<file path="config.mk">
export PLATFORM = sky130hd
export DESIGN_NAME = sbox_substitute
export DESIGN_NICKNAME = d
export VERILOG_FILES = /design/src/rtl/sbox_substitute_pkg.sv /design/src/rtl/sbox_substitute_sbox4.sv /design/src/rtl/sbox_substitute.sv
export SDC_FILE = /design/constraint.sdc
export NUM_CORES = 1
export LEC_CHECK = 0
export BUFFER_PORTS_ARGS = -buffer_cell sky130_fd_sc_hd__buf_2
export CAP_MARGIN = 20
export CELL_PAD_IN_SITES_DETAIL_PLACEMENT = 1
export CELL_PAD_IN_SITES_GLOBAL_PLACEMENT = 2
export CORE_AREA = 4 4 181 183
export DETAILED_ROUTE_END_ITERATION = 7
export DIE_AREA = 0 0 185 187
export MAX_ROUTING_LAYER = met4
export PLACE_DENSITY = 0.83
export RECOVER_POWER = 100
export SLEW_MARGIN = 10
export SYNTH_ARGS = -nofsm -noshare
export SYNTH_HDL_FRONTEND = slang
export SYNTH_HIERARCHICAL = 1
export SYNTH_SLANG_ARGS = --single-unit
</file>
<file path="constraint.sdc">
create_clock -name clk -period 5.5 [get_ports clk]
set_input_delay 0.275 -clock clk [delete_from_list [all_inputs] [get_ports clk]]
set_output_delay 0.275 -clock clk [all_outputs]
set_load 0.02 [all_outputs]
</file>
<file path="src/rtl/sbox_substitute_pkg.sv">
// Shared definitions for the nibble S-box substitution stage: block width,
// FSM state encoding and the 4-bit S-box table.
package sbox_substitute_pkg;

    localparam int BLOCK_W = 64;
    localparam int NIBBLES = BLOCK_W / 4;

    typedef enum logic [1:0] {
        IDLE  = 2'd0,
        SUBST = 2'd1,
        MIX   = 2'd2
    } state_e;

    // Entry n is the substitute for input nibble n (index 0 listed first).
    localparam logic [0:15][3:0] SBOX_TABLE = {
        4'hC, 4'h5, 4'h6, 4'hB, 4'h9, 4'h0, 4'hA, 4'hD,
        4'h3, 4'hE, 4'hF, 4'h8, 4'h4, 4'h7, 4'h1, 4'h2
    };

    function automatic logic [3:0] sbox_lookup(input logic [3:0] nib);
        return SBOX_TABLE[nib];
    endfunction

endpackage

</file>
<file path="src/rtl/sbox_substitute_sbox4.sv">
// Combinational 4-bit S-box; one instance per substitution lane.
module sbox4
    import sbox_substitute_pkg::*;
(
    input  logic [3:0] nib_in,
    output logic [3:0] nib_out
);

    assign nib_out = sbox_lookup(nib_in);

endmodule

</file>
<file path="src/rtl/sbox_substitute.sv">
// Iterative S-box substitution stage: captures a 64-bit block and round key,
// substitutes LANES nibbles per cycle in ascending nibble order, then XORs
// the substituted block with the key into a held result register.
module sbox_substitute
    import sbox_substitute_pkg::*;
#(
    parameter int LANES = 1
) (
    input  logic               clk,
    input  logic               rst,
    input  logic               set,
    input  logic [0:BLOCK_W-1] data_in,
    input  logic [0:BLOCK_W-1] key,
    output logic               busy,
    output logic               status,
    output logic [0:BLOCK_W-1] data_out
);

    if (!(LANES == 1 || LANES == 2 || LANES == 4 || LANES == 8)) begin : g_bad_lanes
        $error("sbox_substitute: LANES must be 1, 2, 4 or 8");
    end

    // Counter holds the index of the first nibble handled on the current edge.
    localparam logic [3:0] LAST_CNT = 4'(NIBBLES - LANES);
    localparam logic [3:0] CNT_STEP = 4'(LANES);

    state_e             state_q, state_d;
    logic [0:BLOCK_W-1] work_q, work_d;
    logic [0:BLOCK_W-1] key_q, key_d;
    logic [0:BLOCK_W-1] data_out_q, data_out_d;
    logic [3:0]         cnt_q, cnt_d;
    logic               status_q, status_d;
    logic               last_subst;

    logic [3:0] lane_idx [LANES];
    logic [3:0] lane_in  [LANES];
    logic [3:0] lane_out [LANES];

    assign last_subst = (cnt_q == LAST_CNT);

    for (genvar g = 0; g < LANES; g++) begin : g_lane
        assign lane_idx[g] = cnt_q + 4'(g);
        assign lane_in[g]  = work_q[{lane_idx[g], 2'b00} +: 4];
        sbox4 u_sbox4 (
            .nib_in  (lane_in[g]),
            .nib_out (lane_out[g])
        );
    end

    // State register and datapath registers, cleared asynchronously by rst.
    always_ff @(posedge clk or posedge rst) begin
        if (rst) begin
            // NOTE: the work and key registers are plain flops, not RAM, so
            // clearing them on reset costs nothing and leaves no stale block.
            state_q    <= IDLE;
            work_q     <= '0;
            key_q      <= '0;
            data_out_q <= '0;
            cnt_q      <= '0;
            status_q   <= 1'b0;
        end else begin
            // NOTE: non-blocking assignments so every flop samples the
            // pre-edge value of every other flop.
            state_q    <= state_d;
            work_q     <= work_d;
            key_q      <= key_d;
            data_out_q <= data_out_d;
            cnt_q      <= cnt_d;
            status_q   <= status_d;
        end
    end

    // Next-state: accept set only in IDLE, stay in SUBST until the last lane group.
    always_comb begin
        // NOTE: default first so no path through the case leaves state_d
        // unassigned and infers a latch.
        state_d = state_q;
        case (state_q)
            IDLE:    if (set) state_d = SUBST;
            SUBST:   if (last_subst) state_d = MIX;
            MIX:     state_d = IDLE;
            default: state_d = IDLE;
        endcase
    end

    // Datapath next values: capture, in-place substitution, key mix.
    always_comb begin
        work_d     = work_q;
        key_d      = key_q;
        data_out_d = data_out_q;
        cnt_d      = cnt_q;
        status_d   = status_q;
        case (state_q)
            IDLE: begin
                if (set) begin
                    work_d   = data_in;
                    key_d    = key;
                    cnt_d    = '0;
                    status_d = 1'b0;
                end
            end
            SUBST: begin
                for (int l = 0; l < LANES; l++) begin
                    work_d[{lane_idx[l], 2'b00} +: 4] = lane_out[l];
                end
                // Hold on the last group so the counter never wraps back to 0.
                if (!last_subst) cnt_d = cnt_q + CNT_STEP;
            end
            MIX: begin
                data_out_d = work_q ^ key_q;
                status_d   = 1'b1;
            end
            default: ;
        endcase
    end

    // Outputs: busy spans SUBST and MIX, so it drops on the same edge status rises.
    always_comb begin
        busy = (state_q != IDLE);
    end

    assign status   = status_q;
    assign data_out = data_out_q;

endmodule
</file>
======== After elaboration in Yosys (flattened, before gate mapping) ========
Memory sizes are Yosys's and may differ from the RTL's.
Index checks and enable logic that the tools add are counted.
word-level totals
  register bits after elaboration ......... 199
  memories ................................ 1
  output and inout bits ................... 66
  bits in read-only memories .............. 64
operators by class
  $add $sub $neg .......................... 2
  reduce and logical (&&, ||, !) cells .... 9
  bitwise gates (word level) .............. 3
  order comparisons ....................... 1
  mux-type cells .......................... 13
  shift-type cells ........................ 3
  equal/unequal tests ..................... 6
memory list
  memory           words  bits a word  rd ports  clocked after memory_dff  wr ports  RTL line                   RTL
  (no name shown)  16     4            1         0                         0         sbox_substitute_pkg.sv:21  return SBOX_TABLE[nib];
operator list
  kind                                                                      count
  64-bit one-hot mux with 2 select lines                                    1
  65-bit by 8-bit variable shift with 64-bit output (first input constant)  1
  64-bit by 7-bit variable part select with 65-bit output                   1
  65-bit by 8-bit variable part select with 64-bit output                   1
  64-bit bitwise mux                                                        1
  64-bit 2-to-1 mux                                                         1
  64-bit bitwise XOR                                                        1
  4-bit 2-to-1 mux                                                          4
  7-bit negation with 8-bit output                                          1
  4-bit one-hot mux with 2 select lines                                     1
  2-bit AND reduction                                                       4
  6-bit NOT with 7-bit output                                               1
  2-bit inequality test (second input constant)                             3
  2-bit nonzero test                                                        3
  5-bit >= comparator (second input constant)                               1
  4-bit NOT with 5-bit output                                               1
  4-bit by 1-bit adder with 4-bit output (second input constant)            1
  4-bit == test (second input constant)                                     1
  2-bit 2-to-1 mux                                                          2
  2-bit one-hot mux with 2 select lines                                     1
  3-bit AND reduction                                                       1
  2-bit by 1-bit == test with 1-bit output (second input constant)          1
  2-bit == test (second input constant)                                     1
  2-bit zero test                                                           1
  2 further kinds                                                           2

======== Logic depth before layout (Yosys ltp) ========
Gate-level depths: netlist (run 1).
  word-level depth ........................ 9
  mapped depth ............................ 14

======== Hierarchy ========
The synthesis (run 1) kept the hierarchy.
by module, submodules not included
  module           cells each  seq. area each (µm²)  area an instance (µm²)  times used
  sbox_substitute  910         4,979.8               9,389.0                 1
  sbox4            18          0.0                   171.4                   1

======== Worst setup path after synthesis (run 1) ========
No wires, ideal clock.
  path kind ............................... reg-to-reg
  from .................................... register cnt_q[0]
  to ...................................... register work_q[61] in the netlist's numbering
  period minus slack after synthesis ...... 3,435 ps
  data arrival time ....................... 3,311 ps
  path slack .............................. 2,065 ps
  cell stages (with the launch flop) ...... 13
  data required time ...................... 5,375 ps
  cells stage by stage .................... dfrtp_1 buf_2 buf_4 mux4_2 o22ai_1 nor2_1 inv_1 ha_1 mux4_2 clkbuf_1 and2_1 a32o_1 mux2_2
RTL lines
  element                 RTL line               RTL
  from (decl)             sbox_substitute.sv:31  logic [3:0] cnt_q, cnt_d;
  from (signal assigned)  sbox_substitute.sv:68  cnt_q <= cnt_d;
  to (signal assigned)    sbox_substitute.sv:65  work_q <= work_d;
  to (decl)               sbox_substitute.sv:28  logic [0:BLOCK_W-1] work_q, work_d;

==> tab_implementation.tex, run 1 <==
\begin{tabular}{lr}
\hline
Metric & Value \\
\hline
\multicolumn{2}{l}{\textbf{Synth}} \\
\quad Cell count after synthesis & 928 \\
\quad Post-synth top area cell & dfrtp\_1 \\
\quad Most frequently used flop master after synthesis & dfrtp\_1 \\
\quad Sequential share of the synthesized area & about 52\% \\
\quad Synthesized net count & 1070 \\
\quad Yosys reg bits & a little under 200 \\
\quad Number of enable-type register cells in the synthesized netlist & 0 \\
\quad Dominant cells by area after synthesis & dfrtp\_1 52\%, nand2\_1 11\%, xnor2\_1 6.0\%, mux2\_2 4.6\%, mux4\_2 4.2\% \\
\quad Distinct cell type count after synthesis & between 40 and 50 \\
\quad Number of warning messages in the yosys log & 6 \\
\quad Post-synthesis instance area & approximately 0.0096 mm\^{}2 \\
\quad Average instance area after synthesis & slightly above 10 um\^{}2 \\
\quad Ys async rst share & 100\% \\
\quad Area share of the largest cell type after synthesis & 52.1\% \\
\multicolumn{2}{l}{\textbf{Floorplanning}} \\
\quad Site Rows & 65 \\
\quad Initial cell density of the core & between 30\% and 40\% \\
\quad Die area & roughly 0.035 mm\^{}2 \\
\quad DIE WIDTH & approximately 190 um \\
\quad Overall die height & $\sim$190 um \\
\quad Count of pins on the block boundary & 197 \\
\quad Core Box Area & approximately 0.031 mm\^{}2 \\
\multicolumn{2}{l}{\textbf{STA}} \\
\quad Actual transition at the worst max-transition pin & between 2 and 3 ns \\
\quad Setup repair after global routing missed its margin & no \\
\quad Final max-slew violation count & 214 \\
\quad Total negative slack & 0 ns \\
\quad Final setup vio count & 0 \\
\quad Time the final worst path needs with I/O delays and setup & approximately 4.2 ns \\
\quad Fin. Hold Viols & 0 \\
\quad Remaining max-slew budget at the tightest pin & -92.2\% \\
\quad Post-route clock skew & about 0.017 ns \\
\quad Share of the cycle needed by the critical path after routing & about three quarters \\
\quad Fmax & approximately 240 MHz \\
\multicolumn{2}{l}{\textbf{Drt}} \\
\quad First-iteration detailed-routing DRC count & between 400 and 500 \\
\quad First-pass iteration count of the detailed router & 5 \\
\quad Vias per std cell & about 5.0 \\
\quad \# DRC & 0 \\
\quad Post-Route WL & around 31 mm \\
\quad Number of nets with antenna violations after detailed routing & 0 \\
\quad Final routed wire length divided by cell count & $\sim$21 um \\
\quad Routed vias & 7622 \\
\multicolumn{2}{l}{\textbf{Clock network}} \\
\quad Insertion delay of the later-clocked pin in the worst-skew pair & 0.45 ns \\
\quad Clock tree buffer depth & 2 \\
\quad Depth of the CTS H-tree & 4 \\
\quad CTS Root Cell & clkbuf\_16 \\
\quad CTS clock-pin slew for the worst setup and hold paths & approximately 0.090 ns \\
\quad Clock tree from TritonCTS & yes \\
\quad Number of buffers inserted by post-CTS setup repair & 0 \\
\quad Number of buffers inserted during clock tree synthesis & 17 \\
\quad Post-cts hold buffer count & 7 \\
\quad Sinks on Clock Net & roughly 200 \\
\quad Count of instances resized after the clock tree is built & 0 \\
\multicolumn{2}{l}{\textbf{Flow run}} \\
\quad \# Max-Cap Violations & 3 \\
\multicolumn{2}{l}{\textbf{Status}} \\
\quad Violated checks & capacitance limit, slew limit \\
\quad Run status & finished with violations \\
\multicolumn{2}{l}{\textbf{Cells and area}} \\
\quad Fraction of layout instances using a drive strength above 1 & between 20\% and 30\% \\
\quad Area overhead of the layout relative to synthesis & 19.6\% \\
\quad Antenna diode count & 0 \\
\quad Share of the core filled with cells & a little over a third \\
\quad Total number of nets in the final design & 1237 \\
\multicolumn{2}{l}{\textbf{Critical path}} \\
\quad Data required time at the worst endpoint & 5.84 ns \\
\quad Type of element capturing the critical path & flip-flop \\
\quad Data arrival, critical path & roughly 4.5 ns \\
\quad Internal reg-to-reg setup slack & roughly 1.3 ns \\
\quad Critical path startpoint category & flip-flop \\
\quad CP peak stage delay & approximately 0.87 ns \\
\quad Cell with the biggest individual delay on the critical path & dfrtp\_1 \\
\quad Biggest fanout along the worst timing path & 24 \\
\quad Crit-path cells & mux4\_2 > o22ai\_1 > nor2\_1 > inv\_1 > ha\_1 > mux2\_1 > o21ai\_0 > clkbuf\_1 > and2\_0 > nand2\_1 > a211oi\_1 \\
\quad Critical path type & flip-flop to flip-flop \\
\multicolumn{2}{l}{\textbf{Global routing}} \\
\quad Total routing resource utilization after global routing & a little under a fifth \\
\quad First-pass GRT wire length & approximately 49 mm \\
\quad Total congestion overflow after global routing & 0 \\
\quad Pin count of the biggest net entering global routing & 150 \\
\quad Via count of the first global-routing pass & 8135 \\
\quad Initial antenna violation count & 0 \\
\multicolumn{2}{l}{\textbf{Worst hold path}} \\
\quad Hold Path Class & input pin to flip-flop \\
\multicolumn{2}{l}{\textbf{Power and ir drop}} \\
\quad Pleak & $\sim$5.4 nW \\
\quad VDD IR-drop max & $\sim$390 uV \\
\quad Power density over the cells & 641 mW/mm\^{}2 \\
\multicolumn{2}{l}{\textbf{Place}} \\
\quad Number of port buffers & between 150 and 200 \\
\quad Sum of net half-perimeters after detailed placement & 22.6 mm \\
\quad Routability Congestion & slightly below 0.9 \\
\hline
\end{tabular}
-- cell usage after synthesis, types with 12 or more instances --
library cell	number
inv_1	12
mux4_2	18
o21ai_0	68
a211oi_1	24
and3_1	16
clkbuf_1	38
a32o_1	25
xnor2_1	65
a221o_1	14
a21oi_1	14
dfrtp_1	199
mux2_2	39
a22o_1	12
buf_2	18
nand2_1	276
-- placed cells by master (no fill, tap or decap), types with 5 or more instances in the layout --
cell type,count
a221o_1,14
nor2_1,11
nand2_1,276
o22ai_1,8
dlygate4sd3_1,7
a211oi_1,24
and3_1,16
mux4_2,18
clkinv_4,6
and2_1,5
a32o_1,25
clkbuf_16,17
a21oi_1,14
a21o_1,6
xnor2_1,65
a22o_1,12
mux2_2,39
dfrtp_1,199
inv_1,11
ha_1,11
buf_2,130
o21ai_0,69
clkbuf_1,70
-- metrics by stage --
stage	setup WS, ns	cell area, um^2	hold WS, ns	instances	power [W]
after floorplan	2.06	9560	0.380	928	0.00494
after global placement	1.53	10800	0.456	1469	0.00598
after detailed placement	1.38	10800	0.465	1469	0.00614
after CTS	1.36	11500	0.0000792	1508	0.00744
after global routing	0.983	11400	0.00587	1510	0.00785
final	1.33	11400	0.0164	1510	0.00733
-- metal layers --
layer  global-route usage (%)  up-vias  share of wire, %
li1                         -     3539                 -
met1                     24.8     3827                44
met2                     29.8      216                48
met3                     3.38       40               5.2
met4                     5.03        0               2.0
met5                        -        -                 0
-- logic make-up after synthesis --
family	Yosys count	share of synthesized area, %
mux	59	9.06
simple gates	337	14.9
flops	199	52.1
xor+xnor	65	5.95
compound gates	177	12.8
fa+ha+maj	11	1.44
buf+inv	80	3.81
-- worst paths after layout --
kind,startpoint,end,cells past startpoint
min reg2reg,data_out[31],data_out[31],2
min,key[5],key_q[5],3
max in group asynchronous,rst,data_out[42],4
max reg2reg,cnt_q[1],work_q[52],11
min in group asynchronous,rst,data_out[20],3
max,cnt_q[1],work_q[52],11
-- layout make-up --
cell class	count	area (um^2)
inverter	12	46.3
multi-input combinational	649	4220
clock inverter	12	115
timing repair buffer	216	1100
clock buffer	20	467
fill	3613	19800
sequential	199	4980
tap	402	503
-- where the power goes --
group	switching [W]	internal, W	total (W)
Sequential	0.000606	0.00200	0.00261
Clock	0.000624	0.000632	0.00126
Combinational	0.00199	0.00147	0.00347
Total	0.00322	0.00411	0.00733
-- state kept, by name, summed over array words and instances, names as in the netlist --
signal / cells
data_out: 64
key_q: 64
status: 1
cnt_q: 4
work_q: 64
state_q: 2
-- worst max-delay path: cells and delay by family (launching register included) --
kind	cells	cell delay [ns]
multiplexers	2	0.65
AND/OR/NAND/NOR	3	0.88
flip-flops	1	0.87
AO/OA/AOI/OAI	3	0.74
adder cells (fa/ha/maj)	1	0.36
buffers and inverters	2	0.55
(Power assumes the default switching activity.)
==> inputs of run 2 (changes only) <==
--- a/config.mk
+++ b/config.mk
@@ -5,15 +5,16 @@
 export SDC_FILE = /design/constraint.sdc
 export NUM_CORES = 1
 export LEC_CHECK = 0
+export ABC_AREA = 1
 export BUFFER_PORTS_ARGS = -buffer_cell sky130_fd_sc_hd__buf_2
 export CAP_MARGIN = 20
 export CELL_PAD_IN_SITES_DETAIL_PLACEMENT = 1
 export CELL_PAD_IN_SITES_GLOBAL_PLACEMENT = 2
-export CORE_AREA = 4 4 181 183
+export CORE_AREA = 4 4 191 193
 export DETAILED_ROUTE_END_ITERATION = 7
-export DIE_AREA = 0 0 185 187
+export DIE_AREA = 0 0 195 197
 export MAX_ROUTING_LAYER = met4
-export PLACE_DENSITY = 0.83
+export PLACE_DENSITY = 0.84
 export RECOVER_POWER = 100
 export SLEW_MARGIN = 10
 export SYNTH_ARGS = -nofsm -noshare
==> constraint.sdc (replaced) <==
create_clock -name clk -period 3.55 [get_ports clk]
set_input_delay 0.1775 -clock clk [delete_from_list [all_inputs] [get_ports clk]]
set_output_delay 0.1775 -clock clk [all_outputs]
set_load 0.02 [all_outputs]
==> run 2 against run 1 <==
Net effect: the flow still finishes with violations (capacitance limit, slew limit); flip-flop and latch count is the same; critical endpoint is now work_q[3]; hold slack lost 0.0066 ns; cell count grew 33%; first-iteration DRC count shrank 11%; synthesized cell count grew 36%; worst setup slack lost 1.0 ns.
==> tab_implementation.tex, run 2 <==
\begin{tabular}{lr}
\hline
Metric & Value \\
\hline
\multicolumn{2}{l}{\textbf{Clock network}} \\
\quad Depth of the CTS H-tree & 4 \\
\quad CTS Root Cell & clkbuf\_16 \\
\quad Insertion delay of the later-clocked pin in the worst-skew pair & approximately 0.46 ns \\
\quad Clock tree from TritonCTS & yes \\
\quad Number of buffers inserted by post-CTS setup repair & 0 \\
\quad Clock tree buffer depth & 2 \\
\quad Number of buffers inserted during clock tree synthesis & 17 \\
\quad Sinks on Clock Net & about 200 \\
\quad CTS clock-pin slew for the worst setup and hold paths & $\sim$0.09 ns \\
\multicolumn{2}{l}{\textbf{Worst hold path}} \\
\quad Cells on Worst Hold Path & 3 \\
\quad Min-Delay Endpoint & work\_q[58] \\
\quad Hold Path Class & input pin to flip-flop \\
\quad Startpoint of the worst hold path & data\_in[58] \\
\multicolumn{2}{l}{\textbf{Drt}} \\
\quad First-pass iteration count of the detailed router & 5 \\
\quad Final routed wire length divided by cell count & between 15 and 20 um \\
\quad \# DRC & 0 \\
\quad Post-Route WL & 37.2 mm \\
\quad Met2 WL post-DR & approximately 19 mm \\
\quad Met3 wire length & 1.09 mm \\
\quad Vias per std cell & 4.61 \\
\quad Number of nets with antenna violations after detailed routing & 0 \\
\quad Top Metal Used & met4 \\
\quad Routed vias & approximately 9300 \\
\quad First-iteration detailed-routing DRC count & 430 \\
\quad Met1 routed wirelength after detailed routing & around 17 mm \\
\multicolumn{2}{l}{\textbf{Critical path}} \\
\quad Number of buffer and inverter instances along the worst setup path & 2 \\
\quad Data required time at the worst endpoint & roughly 4 ns \\
\quad Cell with the biggest individual delay on the critical path & dfrtp\_2 \\
\quad CP peak stage delay & 0.49 ns \\
\quad Cell class contributing the biggest share of worst-path delay & simple AND/OR/NAND/NOR gates \\
\quad Biggest fanout along the worst timing path & 9 \\
\quad Type of element capturing the critical path & flip-flop \\
\quad Crit-path cells & nand2\_1 > inv\_1 > nand3\_1 > nand2\_1 > nor2\_1 > nand2\_1 > nand2\_1 > inv\_1 > ha\_1 > nand2\_1 > nand3\_1 > nand2\_1 > nand3\_1 > nor2\_1 > nand2\_1 > nand2\_1 > nand2\_1 > nand2\_1 \\
\quad Worst reg2reg endpoint & work\_q[3] \\
\quad Launching point of the worst reg2reg path & cnt\_q[2] \\
\quad Most common cell on crit path & nand2\_1 \\
\quad Worst reg-to-reg path cell count & 18 \\
\quad Critical path type & flip-flop to flip-flop \\
\quad Data arrival, critical path & between 3 and 4 ns \\
\quad Internal reg-to-reg setup slack & approximately 0.31 ns \\
\quad Critical path startpoint category & flip-flop \\
\multicolumn{2}{l}{\textbf{Status}} \\
\quad Violated checks & capacitance limit, slew limit \\
\quad Run status & finished with violations \\
\multicolumn{2}{l}{\textbf{Cells and area}} \\
\quad Antenna diode count & 0 \\
\quad Area overhead of the layout relative to synthesis & 28.3\% \\
\quad Share of the core filled with cells & 37.1\% \\
\quad Sequential cell area & between 0.004 and 0.005 mm\^{}2 \\
\quad Total number of nets in the final design & around 1700 \\
\quad Fillcell total & $\sim$4300 \\
\quad Fraction of layout instances using a drive strength above 1 & between 10\% and 20\% \\
\quad Top library cells by usage in the layout, fill and taps aside & 572 x nand2\_1, 197 x dfrtp\_1, 145 x nand3\_1 \\
\quad Area taken by multi-input logic gates & 0.00442 mm\^{}2 \\
\quad Commonest non-fill, non-tap cell in the layout & nand2\_1 \\
\multicolumn{2}{l}{\textbf{Floorplanning}} \\
\quad Site Rows & around 70 \\
\quad Initial cell density of the core & between 20\% and 30\% \\
\quad Overall die height & a little under 200 um \\
\quad Core Box Area & 0.0345 mm\^{}2 \\
\quad DIE WIDTH & $\sim$200 um \\
\quad Die area & 0.0384 mm\^{}2 \\
\quad Count of pins on the block boundary & roughly 200 \\
\multicolumn{2}{l}{\textbf{Synth}} \\
\quad Most frequent cells after synthesis & 571 x nand2\_1, 199 x dfrtp\_1, 145 x nand3\_1 \\
\quad Sequential share of the synthesized area & about 50\% \\
\quad Post-synth top area cell & dfrtp\_1 \\
\quad Dominant cells by area after synthesis & dfrtp\_1 50\%, nand2\_1 21\%, nand3\_1 7.3\%, xnor2\_1 5.6\%, o21ai\_0 3.7\% \\
\quad Top-count cell post-synth & nand2\_1 \\
\quad Yosys reg bits & about 200 \\
\quad Area share of the largest cell type after synthesis & 49.8\% \\
\quad Ys async rst share & 100\% \\
\quad Number of warning messages in the yosys log & 6 \\
\quad Post-synthesis instance area & roughly 0.01 mm\^{}2 \\
\quad Most frequently used flop master after synthesis & dfrtp\_1 \\
\quad Basic-gate share of the synthesized area counting and, or, nand and nor cells & $\sim$33\% \\
\quad Multiplexer area fraction after synthesis & 0\% \\
\quad Distinct cell type count after synthesis & 26 \\
\quad Share of the synthesized netlist area taken by xor and xnor gates & between 5 and 6\% \\
\quad Largest family of logic cells by synthesized area & simple AND/OR/NAND/NOR gates \\
\quad Post-synthesis compound-gate area fraction & 4.42\% \\
\quad Cell count after synthesis & between 1000 and 1500 \\
\quad Arithmetic-cell share of the synthesized area counting full adders, half adders and majority gates & under 10\% \\
\quad Synthesized net count & roughly 1400 \\
\quad Number of enable-type register cells in the synthesized netlist & 0 \\
\quad Average instance area after synthesis & around 8 um\^{}2 \\
\multicolumn{2}{l}{\textbf{STA}} \\
\quad Share of the cycle needed by the critical path after routing & 91.2\% \\
\quad Final max-slew violation count & 223 \\
\quad Fmax & around 310 MHz \\
\quad Setup repair after global routing missed its margin & no \\
\quad Remaining max-slew budget at the tightest pin & -43.5\% \\
\quad Fin. Hold Viols & 0 \\
\quad Final setup vio count & 0 \\
\quad Actual transition at the worst max-transition pin & around 2.2 ns \\
\quad Time the final worst path needs with I/O delays and setup & approximately 3.2 ns \\
\quad Post-route clock skew & approximately 0.017 ns \\
\quad Total negative slack & 0 ns \\
\multicolumn{2}{l}{\textbf{Power and ir drop}} \\
\quad Share of power burned in the clock network & 18.4\% \\
\quad Pleak & 6.33 nW \\
\quad VDD IR-drop max & roughly 420 uV \\
\quad Power density over the cells & between 800 and 900 mW/mm\^{}2 \\
\quad Switching power as a share of total power & between 40\% and 50\% \\
\quad Net switching power & approximately 0.0051 W \\
\quad Reg power frac & a little over a third \\
\quad Final Power & around 0.011 W \\
\quad Portion of total power attributed to combinational logic & between 40\% and 50\% \\
\quad Internal power of the cells & 0.00580 W \\
\multicolumn{2}{l}{\textbf{Global routing}} \\
\quad Via count of the first global-routing pass & between 9000 and 10000 \\
\quad First-pass GRT wire length & just under 60 mm \\
\quad Total routing resource utilization after global routing & between 10\% and 20\% \\
\quad Initial antenna violation count & 0 \\
\quad Pin count of the biggest net entering global routing & about 90 \\
\quad Total congestion overflow after global routing & 0 \\
\multicolumn{2}{l}{\textbf{Place}} \\
\quad Routability Congestion & 0.941 \\
\quad Sum of net half-perimeters after detailed placement & about 27 mm \\
\quad Number of port buffers & 196 \\
\multicolumn{2}{l}{\textbf{Flow run}} \\
\quad \# Max-Cap Violations & 4 \\
\hline
\end{tabular}
[run 2: cell count changes in the layout (fill, tap and decap cells not counted), sizes merged, moves of 10 or more]
cell         delta
a221o          -14
and3           -16
o21ai          +13
dlygate4sd3    +89
inv            +43
nor2           +59
nand2         +299
a21oi          -10
mux4           -18
mux2           -40
a32o           -25
nand3         +144
a211oi         -24
a22o           -12
[run 2: stage by stage]
stage / setup WS [ns] / instances / hold slack [ns] / area [um^2]
detailed placement: 0.280 / 1880 / 0.380 / 11400
global route: 0.0782 / 2007 / 0.0141 / 12800
floorplan: 0.798 / 1266 / 0.287 / 10000
CTS: 0.248 / 2007 / 0.00118 / 13000
global placement: 0.273 / 1880 / 0.374 / 11400
finish: 0.314 / 2007 / 0.00980 / 12800
[run 2: timing repair]
item	4_1_cts	5_1_grt
endpoints found under the hold margin	130	0
hold buffers	96	0
gates resized for setup	0	3
endpoints found under the setup margin	0	2
[run 2: logic make-up (layout without fill, tap and decap cells)]
| family | Yosys count | count (layout) |
|---|---|---|
| simple gates | 793 | 793 |
| buf+inv | 112 | 398 |
| flops | 199 | 199 |
| xor+xnor | 64 | 64 |
| compound gates | 87 | 87 |
| fa+ha+maj | 11 | 11 |
[run 2: area by class of cell]
type	count	area share [%]
Timing Repair Buffer	314	16.0
Inverter	53	1.62
Clock inverter	13	1.09
Tap cell	455	4.44
Multi-Input combinational cell	955	34.5
Sequential cell	199	38.9
Clock buffer	18	3.43
[run 2: metal layers]
metal,track usage (%),up-vias
li1,-,4525
met1,25.0,4503
met2,34.1,182
met3,2.36,40
met4,5.30,0
met5,-,-
[run 2: power groups by stage]
stage	combinational [W]	clock, W	sequential [W]
after floorplan	0.00332	0	0.00384
after global placement	0.00496	0	0.00389
after detailed placement	0.00502	0	0.00392
after CTS	0.00513	0.00205	0.00388
after global routing	0.00560	0.00214	0.00398
final	0.00499	0.00199	0.00387
[run 2: worst reg2reg max path: stages (launching register included)]
cell and delay (ns):
dfrtp_2 0.49, nand2_1 0.10, inv_1 0.22, nand3_1 0.22, nand2_1 0.16, nor2_1 0.05
nand2_1 0.09, nand2_1 0.16, inv_1 0.17, ha_1 0.26, nand2_1 0.09, nand3_1 0.09
nand2_1 0.13, nand3_1 0.26, nor2_1 0.28, nand2_1 0.17, nand2_1 0.09, nand2_1 0.07
nand2_1 0.06
[run 2: worst max-delay path by stage]
| stage | startpoint | end | slack, ns | depth (start not counted) |
|---|---|---|---|---|
| floorplan | rst | cnt_q[0] | 0.80 | 1 |
| global placement | cnt_q[1] | work_q[38] | 0.27 | 18 |
| detailed placement | cnt_q[1] | work_q[38] | 0.28 | 18 |
| CTS | cnt_q[1] | work_q[38] | 0.25 | 18 |
| global route | cnt_q[1] | work_q[22] | 0.08 | 18 |
| finish | cnt_q[2] | work_q[3] | 0.31 | 18 |
==> inputs of run 3 (changes only) <==
==> constraint.sdc (replaced) <==
create_clock -name clk -period 2.6 [get_ports clk]
set_input_delay 0.13 -clock clk [delete_from_list [all_inputs] [get_ports clk]]
set_output_delay 0.13 -clock clk [all_outputs]
set_load 0.02 [all_outputs]
==> run 3 against run 2 <==
Net effect: the flow finishes with violations (setup timing); core utilization is 3.8 points higher; sequential share of layout area is 3.6 points lower; maximum frequency up 23%; sequential power up 37%; non-clock buffer count increased by 93; critical path depth grew 6; cell count increased by 4.7%; count of clock-buffer cells in the layout is the same; largest cell class unchanged.
==> tab_implementation.tex, run 3 (synthesis gave the netlist of run 2 again) <==
\begin{tabular}{lr}
\hline
Metric & Value \\
\hline
\multicolumn{2}{l}{\textbf{Cells and area}} \\
\quad Fraction of layout instances using a drive strength above 1 & approximately a quarter \\
\quad Antenna diode count & 0 \\
\quad Commonest non-fill, non-tap cell in the layout & nand2\_1 \\
\quad Sequential cell area & between 0.004 and 0.005 mm\^{}2 \\
\quad Post-route design area & $\sim$0.014 mm\^{}2 \\
\quad Number of standard cells in the final layout excluding fillers & 2101 \\
\quad Total number of nets in the final design & around 1800 \\
\quad Area overhead of the layout relative to synthesis & 41.6\% \\
\quad Fillcell total & around 4300 \\
\quad Share of the core filled with cells & around 40\% \\
\quad Area taken by multi-input logic gates & slightly below 0.005 mm\^{}2 \\
\quad Top library cells by usage in the layout, fill and taps aside & 530 x nand2\_1, 196 x dfrtp\_1, 131 x buf\_2 \\
\multicolumn{2}{l}{\textbf{Critical path}} \\
\quad Type of element capturing the critical path & flip-flop \\
\quad Timing startpoint of the critical path & cnt\_q[0] \\
\quad Biggest fanout along the worst timing path & 5 \\
\quad Launching point of the worst reg2reg path & cnt\_q[0] \\
\quad Critical path type & flip-flop to flip-flop \\
\quad Data arrival, critical path & a little over 3 ns \\
\quad Critical path startpoint category & flip-flop \\
\quad Data required time at the worst endpoint & roughly 3 ns \\
\multicolumn{2}{l}{\textbf{Place}} \\
\quad Placed insts & between 1500 and 2000 \\
\quad Number of port buffers & slightly below 200 \\
\quad Routability Congestion & 0.927 \\
\quad Cell area after placement & around 0.012 mm\^{}2 \\
\quad Worst slack, placed & -0.466 ns \\
\quad Sum of net half-perimeters after detailed placement & about 28 mm \\
\multicolumn{2}{l}{\textbf{STA}} \\
\quad Share of the cycle needed by the critical path after routing & 101\% \\
\quad Setup repair after global routing missed its margin & yes \\
\quad Actual transition at the worst max-transition pin & just over 1 ns \\
\quad Final setup vio count & 1 \\
\quad Worst Setup Slack, final & -0.0322 ns \\
\quad Fmax & around 380 MHz \\
\quad Fin. Hold Viols & 0 \\
\quad Post-route clock skew & 0.0147 ns \\
\quad Time the final worst path needs with I/O delays and setup & roughly 2.6 ns \\
\quad Remaining max-slew budget at the tightest pin & around a third \\
\quad Final max-slew violation count & 0 \\
\multicolumn{2}{l}{\textbf{Worst hold path}} \\
\quad Startpoint of the worst hold path & data\_in[27] \\
\quad Hold Path Class & input pin to flip-flop \\
\multicolumn{2}{l}{\textbf{Global routing}} \\
\quad Total congestion overflow after global routing & 0 \\
\quad First-pass GRT wire length & 60.5 mm \\
\quad Via count of the first global-routing pass & about 10000 \\
\quad Initial antenna violation count & 0 \\
\quad Total routing resource utilization after global routing & a little over a fifth \\
\quad Pin count of the biggest net entering global routing & 86 \\
\multicolumn{2}{l}{\textbf{Power and ir drop}} \\
\quad Pleak & 6.90 nW \\
\quad Power density over the cells & approximately 1300 mW/mm\^{}2 \\
\quad Final Power & about 0.018 W \\
\quad VDD IR-drop max & about 610 uV \\
\multicolumn{2}{l}{\textbf{Drt}} \\
\quad Routed vias & 9710 \\
\quad Vias per std cell & 4.62 \\
\quad Post-Route WL & between 30 and 40 mm \\
\quad First-pass iteration count of the detailed router & 4 \\
\quad First-iteration detailed-routing DRC count & 511 \\
\quad \# DRC & 0 \\
\quad Number of nets with antenna violations after detailed routing & 0 \\
\quad Final routed wire length divided by cell count & $\sim$19 um \\
\multicolumn{2}{l}{\textbf{Flow run}} \\
\quad \# Max-Cap Violations & 0 \\
\multicolumn{2}{l}{\textbf{Clock network}} \\
\quad Clock tree from TritonCTS & yes \\
\quad Clock tree buffer depth & 2 \\
\quad Number of buffers inserted during clock tree synthesis & 17 \\
\quad Sinks on Clock Net & 199 \\
\quad Depth of the CTS H-tree & 4 \\
\quad CTS Root Cell & clkbuf\_16 \\
\quad Insertion delay of the later-clocked pin in the worst-skew pair & roughly 0.46 ns \\
\quad CTS clock-pin slew for the worst setup and hold paths & 0.09 ns \\
\multicolumn{2}{l}{\textbf{Status}} \\
\quad Violated checks & setup timing \\
\quad Run status & finished with violations \\
\multicolumn{2}{l}{\textbf{Floorplanning}} \\
\quad Overall die height & between 150 and 200 um \\
\quad DIE WIDTH & about 200 um \\
\quad Initial cell density of the core & between 20\% and 30\% \\
\quad Count of pins on the block boundary & between 150 and 200 \\
\quad Site Rows & just under 70 \\
\quad Core Box Area & about 0.035 mm\^{}2 \\
\quad Die area & $\sim$0.038 mm\^{}2 \\
\hline
\end{tabular}
## run 3: worst paths after layout
check / depth (start not counted) / slack (ns) / endpoint
worst min-delay path: 5 / 0.01 / work_q[27]
worst min register to register: 2 / 0.47 / status
min in group asynchronous: 3 / 0.26 / work_q[17]
max in group asynchronous: 5 / 0.47 / state_q[1]
worst max register to register: 24 / -0.03 / work_q[16]
worst max-delay path: 24 / -0.03 / work_q[16]
## run 3: metal layers
metal / GRT usage (%) / vias up / wire [um]
li1: - / 4725 / -
met1: 25.8 / 4763 / 17100
met2: 35.9 / 179 / 20300
met3: 2.92 / 43 / 1160
met4: 6.00 / 0 / 734
met5: - / - / 0
## run 3: critical path, cell delays in order, from the launching register on
cell	delay [ns]
dfrtp_2	0.46
inv_4	0.10
buf_12	0.13
buf_8	0.12
nand2_2	0.06
nand3_2	0.07
nand2_2	0.06
nor2_1	0.08
nand2_1	0.11
nand2_2	0.11
inv_2	0.06
buf_6	0.12
ha_4	0.14
inv_1	0.04
nand2_1	0.06
nand2_2	0.06
nand2_2	0.06
nand2_4	0.08
buf_6	0.12
nand2_4	0.05
nor2_4	0.14
nand3_2	0.09
nand2_1	0.10
nand2_1	0.06
nand2_1	0.07
## run 3: through the flow
stage / setup TNS (ns) / hold WS, ns
after CTS: 0 / 0.00453
after global placement: -11.55 / 0.144
final: -0.0322 / 0.0131
after detailed placement: -12.23 / 0.152
after floorplan: -20.77 / 0.240
after global routing: -2.98 / 0.0267
## run 3: report_power, final
group,switching [W],leakage [nW],total (W),internal [W]
registers,0.00110,2.54,0.00531,0.00421
logic,0.00568,4.08,0.00962,0.00394
clock network,0.00137,0.292,0.00276,0.00139
total,0.00815,6.90,0.0177,0.00955
## run 3: cell type report
cell class              instances  area share (%)
clock inverters                14            1.12
repair buffers                407            20.7
flip-flops and latches        199            35.2
clock buffers                  18            3.10
inverters                      53            1.56
well taps                     455            4.02
multi-input cells             955            34.2
## run 3: what timing repair did
action | 4_1_cts | 5_1_grt
gates resized for setup | 64 | 92
hold endpoints to repair | 126 | 0
buffers inserted | 4 | 6
hold buffers | 115 | 0
setup endpoints to repair | 64 | 64
pin swaps | 20 | 47
